## src/rtl/adder_arb_pkg.sv

```systemverilog
// rtl/adder_arb_pkg.sv - shared types and widths for the two-pass adder arbiter
package adder_arb_pkg;

    localparam int HALF_W = 16;
    localparam int WORD_W = 32;

    typedef enum logic [1:0] {
        IDLE,
        LO,
        HI,
        RESP
    } state_t;

    typedef logic req_id_t;

    // Subtract is a + ~b + 1; the +1 arrives as the low-pass carry-in.
    function automatic logic [WORD_W-1:0] eff_operand(input logic [WORD_W-1:0] b, input logic sub);
        return sub ? ~b : b;
    endfunction

endpackage

```

## src/rtl/full_adder_16bit.sv

```systemverilog
// rtl/full_adder_16bit.sv - 16-bit ripple-carry adder shared by the low and high passes
module full_adder_16bit
    import adder_arb_pkg::*;
(
    input  logic [HALF_W-1:0] i_a,
    input  logic [HALF_W-1:0] i_b,
    input  logic              i_cin,
    output logic [HALF_W-1:0] o_sum,
    output logic              o_cout
);

    logic w_carry;

    always_comb begin
        w_carry = i_cin;
        o_sum   = '0;
        for (int i = 0; i < HALF_W; i++) begin
            o_sum[i] = i_a[i] ^ i_b[i] ^ w_carry;
            w_carry  = (i_a[i] & i_b[i]) | (w_carry & (i_a[i] ^ i_b[i]));
        end
        o_cout = w_carry;
    end

endmodule

```

## src/rtl/adder_arbiter.sv

```systemverilog
// rtl/adder_arbiter.sv - arbitrates two requesters onto one 16-bit adder, 32-bit ops in two passes
module adder_arbiter
    import adder_arb_pkg::*;
#(
    parameter bit FAIR = 1'b1
) (
    input  logic              clk,
    input  logic              rst_n,
    input  logic              req0_valid,
    output logic              req0_ready,
    input  logic [WORD_W-1:0] req0_a,
    input  logic [WORD_W-1:0] req0_b,
    input  logic              req0_sub,
    input  logic              req1_valid,
    output logic              req1_ready,
    input  logic [WORD_W-1:0] req1_a,
    input  logic [WORD_W-1:0] req1_b,
    input  logic              req1_sub,
    output logic              rsp_valid,
    input  logic              rsp_ready,
    output logic [WORD_W-1:0] rsp_sum,
    output logic              rsp_cout,
    output req_id_t           rsp_id,
    output logic              busy
);

    state_t            r_state;
    logic [WORD_W-1:0] r_a;
    logic [WORD_W-1:0] r_b_eff;
    logic              r_sub;
    req_id_t           r_id;
    logic              r_lo_carry;
    logic [HALF_W-1:0] r_sum_lo;
    logic [HALF_W-1:0] r_sum_hi;
    logic              r_cout;
    req_id_t           r_last_grant;
    logic              r_rsp_valid;

    req_id_t           w_grant;
    logic              w_any;
    logic              w_idle;
    logic [WORD_W-1:0] w_sel_a;
    logic [WORD_W-1:0] w_sel_b;
    logic              w_sel_sub;
    logic [HALF_W-1:0] w_add_a;
    logic [HALF_W-1:0] w_add_b;
    logic              w_add_cin;
    logic [HALF_W-1:0] w_add_sum;
    logic              w_add_cout;

    assign w_any  = req0_valid | req1_valid;
    assign w_idle = (r_state == IDLE);

    always_comb begin
        if (req0_valid && req1_valid) begin
            w_grant = FAIR ? ~r_last_grant : 1'b0;
        end else begin
            w_grant = ~req0_valid;
        end
    end

    assign req0_ready = w_idle & req0_valid & ~w_grant;
    assign req1_ready = w_idle & req1_valid & w_grant;

    assign w_sel_a   = w_grant ? req1_a   : req0_a;
    assign w_sel_b   = w_grant ? req1_b   : req0_b;
    assign w_sel_sub = w_grant ? req1_sub : req0_sub;

    // The single adder sees the low halves in LO and the high halves in HI.
    assign w_add_a   = (r_state == HI) ? r_a[WORD_W-1:HALF_W]     : r_a[HALF_W-1:0];
    assign w_add_b   = (r_state == HI) ? r_b_eff[WORD_W-1:HALF_W] : r_b_eff[HALF_W-1:0];
    assign w_add_cin = (r_state == HI) ? r_lo_carry               : r_sub;

    full_adder_16bit u_adder (
        .i_a    (w_add_a),
        .i_b    (w_add_b),
        .i_cin  (w_add_cin),
        .o_sum  (w_add_sum),
        .o_cout (w_add_cout)
    );

    always_ff @(posedge clk or negedge rst_n) begin
        if (!rst_n) begin
            r_state      <= IDLE;
            r_a          <= '0;
            r_b_eff      <= '0;
            r_sub        <= 1'b0;
            r_id         <= 1'b0;
            r_lo_carry   <= 1'b0;
            r_sum_lo     <= '0;
            r_sum_hi     <= '0;
            r_cout       <= 1'b0;
            r_last_grant <= 1'b1;
            r_rsp_valid  <= 1'b0;
        end else begin
            case (r_state)
                IDLE: begin
                    if (w_any) begin
                        r_a          <= w_sel_a;
                        r_b_eff      <= eff_operand(w_sel_b, w_sel_sub);
                        r_sub        <= w_sel_sub;
                        r_id         <= w_grant;
                        r_last_grant <= w_grant;
                        r_state      <= LO;
                    end
                end
                LO: begin
                    r_sum_lo   <= w_add_sum;
                    r_lo_carry <= w_add_cout;
                    r_state    <= HI;
                end
                HI: begin
                    r_sum_hi    <= w_add_sum;
                    r_cout      <= w_add_cout;
                    r_rsp_valid <= 1'b1;
                    r_state     <= RESP;
                end
                RESP: begin
                    if (rsp_ready) begin
                        r_rsp_valid <= 1'b0;
                        r_state     <= IDLE;
                    end
                end
                default: r_state <= IDLE;
            endcase
        end
    end

    assign rsp_valid = r_rsp_valid;
    assign rsp_sum   = {r_sum_hi, r_sum_lo};
    assign rsp_cout  = r_cout;
    assign rsp_id    = r_id;
    assign busy      = ~w_idle;

endmodule

```

## config.mk

```make
export PLATFORM = sky130hd
export DESIGN_NAME = adder_arbiter
export DESIGN_NICKNAME = d
export VERILOG_FILES = /design/src/rtl/adder_arb_pkg.sv /design/src/rtl/full_adder_16bit.sv /design/src/rtl/adder_arbiter.sv
export SDC_FILE = /design/constraint.sdc
export NUM_CORES = 1
export LEC_CHECK = 0
export CAP_MARGIN = 10
export CORE_MARGIN = 4
export CORE_UTILIZATION = 49
export DETAILED_ROUTE_END_ITERATION = 8
export PLACE_DENSITY = 0.92
export SLEW_MARGIN = 15
export SYNTH_ARGS = -nofsm -noshare
export SYNTH_HDL_FRONTEND = slang
export SYNTH_SLANG_ARGS = --single-unit
```

## constraint.sdc

```tcl
create_clock -name clk -period 10.3 [get_ports clk]
set_input_delay 2.06 -clock clk [delete_from_list [all_inputs] [get_ports clk]]
set_output_delay 2.06 -clock clk [all_outputs]
set_load 0.02 [all_outputs]
```

==> impl_metrics.yaml <==
floorplanning:
  die_w_um: 123
  rows: 41
  die_area_um2: 15100
  coreArea_um2: 12800
  start_util_pct: 50.6
  die_h_um: 123
  ioPinCount: 173
worst_setup_path:
  critical_path_required_ps: 10530
  crit_path_cell_trace: "inv_1, ha_2, mux2i_1, fa_1, inv_1, fa_1, fa_1, inv_1, fa_1, fa_1, fa_1, fa_1, fa_1, fa_1, fa_1, fa_1, fa_1, fa_1, fa_1, fa_1, inv_1, fa_1, mux2_2"
  r2r_cells: 23
  arrival_ps: 8680
  end_kind: "flop"
  cp_max_fo: 12
  cpMostUsedCell: "fa_1"
  crit_slowest_cell: "fa_1"
  cpPeakStageDelay_ps: 470
  startpoint_type: "flop"
  path_class: "reg -> reg"
power:
  p_per_area_nw_per_um2: 311
  power.switching_w: 0.00108
  power.internal_w: 0.00153
  swShare_pct: 41.4
  p_seq_share_pct: 29.3
  pwr-share-clk_pct: 13.6
  ir_worst_vdd_mv: 0.119
  combPwrFrac_pct: 57.1
  power.leakage_nw: 3.46
place:
  hpwl_um: 11800
  dpl-instance-area_um2: 8050
  gp_congestion: 0.789
  port_buffers: 172
synthesis:
  synth_top_area_cell: "dfrtp_1"
  syn_area_per_cell_um2: 10.3
  synth-seq-area-share_pct: 40.3
  yosys.area.top_type_share_pct: 39.9
  async_flop_share_pct: 100
  synth_edf_count: 0
  yosys-top-cells-count: "103 x dfrtp_1, 64 x xor2_1, 53 x mux2i_1"
  ys_top_cells_by_area: "dfrtp_1 40%, xor2_1 8.7%, mux2i_1 8.2%, o31ai_2 5.0%, fa_1 5.0%"
  syn_area_um2: 6460
  syn_nets: 782
  yosysMostFrequentCell: "dfrtp_1"
  ys_types: 34
  ys_seq_elements: 104
  yosys_most_used_dff: "dfrtp_1"
  yosysWarnings: 0
  postSynthCellCount: 627
clock_tree:
  clockBufferDepth: 2
  cts_tree: "done"
  cts_setup_buffers: 0
  cts.htree.levels: 3
  clkSinkCount: 104
  path_clk_slew_ps: 70
  cts_buffers: 9
  cts-root-buf: "clkbuf_16"
  clk_latency_ps: 340
  cts-resized-gates: 0
  hold_buffers: 0
sta:
  rsz0062_at_grt: "false"
  hold_ws_ps: 482
  period_needed_ps: 8460
  finalSetupTns_ps: 0
  hold_viol: 0
  fin_skew_ps: 8.42
  max_freq_ghz: 0.118
  finalSetupViolCount: 0
  slew_viol_final: 0
  max-slew-margin-rel_pct: 30.6
  worstMarginPinSlew_ps: 1040
  fin_crit_sh_pct: 82.1
layout:
  insertedDiodeCount: 0
  drive_above_1_share_pct: 12.9
  area_growth_pct: 29.4
  final_nets: 911
  stdcell_area_um2: 8360
min_path:
  hold_depth: 2
  hold_class: "reg -> reg"
run_status:
  status: "complete, no violations"
global_routing:
  grt_pass1_vias: 5032
  grt_max_degree: 90
  track_usage_pct: 22.2
  grt_pass1_wl_um: 26000
  antenna_found_initial: 0
  grt-ovfl-total: 0
routing:
  drt_drc_violations_left: 0
  wl_per_cell_um: 18.0
  vias: 5048
  wl_um: 16700
  drtAntennaViolNets: 0
  drt_iter0_drc: 306
  via_per_inst: 5.42
  firstDrtPassIters: 5
run:
  cap_violations: 0
==> registers in the layout, indices dropped and copies added (netlist names) <==
| name | cells |
|---|---|
| r_a | 32 |
| r_b_eff | 32 |
| r_last_grant | 1 |
| r_lo_carry | 1 |
| r_state | 2 |
| r_sub | 1 |
| r_sum_hi | 16 |
| r_sum_lo | 16 |
| rsp_cout | 1 |
| rsp_id | 1 |
| rsp_valid | 1 |
==> worst paths after layout <==
kind,from,endpoint,slack (ps)
setup / recovery,r_state[0],r_sum_hi[15],1840
hold / removal,r_b_eff[0],r_b_eff[0],480
min in group asynchronous,rst_n,r_sum_hi[2],1570
setup reg to reg,r_state[0],r_sum_hi[15],1840
max in group asynchronous,rst_n,r_sum_lo[14],7700
hold reg to reg,r_b_eff[0],r_b_eff[0],480
==> power groups by stage <==
stage	Clock [W]	Combinational, W	Sequential [W]
floorplan	0	0.000965	0.000812
global placement	0	0.00144	0.000755
detailed placement	0	0.00150	0.000768
CTS	0.000360	0.00150	0.000762
global route	0.000375	0.00164	0.000786
finish	0.000353	0.00149	0.000763
==> cells in the final DEF (no fill, tap or decap), types with 2 or more instances in the layout <==
cell	netlist	final
clkdlybuf4s50_1	0	168
dfrtp_1	103	103
xor2_1	64	64
mux2i_1	53	53
a21oi_1	36	36
nor2_1	36	36
a31oi_1	34	34
inv_1	33	33
nand2_1	33	33
nand3_1	33	33
nor3_2	27	27
o31ai_2	26	26
o21ai_1	21	21
fa_1	16	16
mux2_2	15	15
o21ai_0	12	12
clkbuf_16	0	9
nor3_1	6	6
o31ai_1	6	6
buf_4	14	6
ha_1	4	3
buf_2	25	3
bufinv_16	0	2
clkinv_2	0	2
clkbuf_1	14	2
==> through the flow <==
step | worst slack, ps | total power (W) | instances | util (%)
floorplan | 1950 | 0.00178 | 627 | -
global placement | 1880 | 0.00219 | 917 | 63.0
CTS | 1770 | 0.00262 | 932 | 65.4
detailed placement | 1800 | 0.00226 | 917 | 63.0
global route | 1500 | 0.00280 | 932 | 65.5
finish | 1840 | 0.00260 | 932 | 65.5
==> cell families (layout without fill, tap and decap cells) <==
logic type	Yosys count	count (layout)	synth area share, %
multiplexers	68	68	10.8
AO/OA/AOI/OAI	139	139	15.0
flip-flops	104	104	40.3
adder cells (fa/ha/maj)	20	20	5.73
buffers and inverters	94	227	7.85
AND/OR/NAND/NOR	138	138	11.6
XOR/XNOR	64	64	8.68
==> per-layer routing <==
metal / wire (um) / track usage [%] / share of wire [%] / vias to the layer above
li1: - / - / - / 2413
met1: 7800 / 31.4 / 47 / 2402
met2: 7400 / 34.6 / 44 / 214
met3: 1240 / 4.38 / 7.4 / 19
met4: 288 / 7.00 / 1.7 / 0
met5: 0 / 0 / 0 / -
==> final cells by class <==
cell class	instances	area, um2
inverter	34	128
tap	172	215
clock buffer	11	233
clock inverter	4	70.1
sequential	104	2600
fill	956	4410
multi-input combinational	429	3360
timing repair buffer	178	1750
==> critical path: cells and delay by family (launching register included) <==
family / cells / cell delay [ps]
adder cells (fa/ha/maj): 17 / 7130
buffers and inverters: 4 / 340
flip-flops: 1 / 420
multiplexers: 2 / 440
No activity file was read; power rests on OpenSTA's default activity.
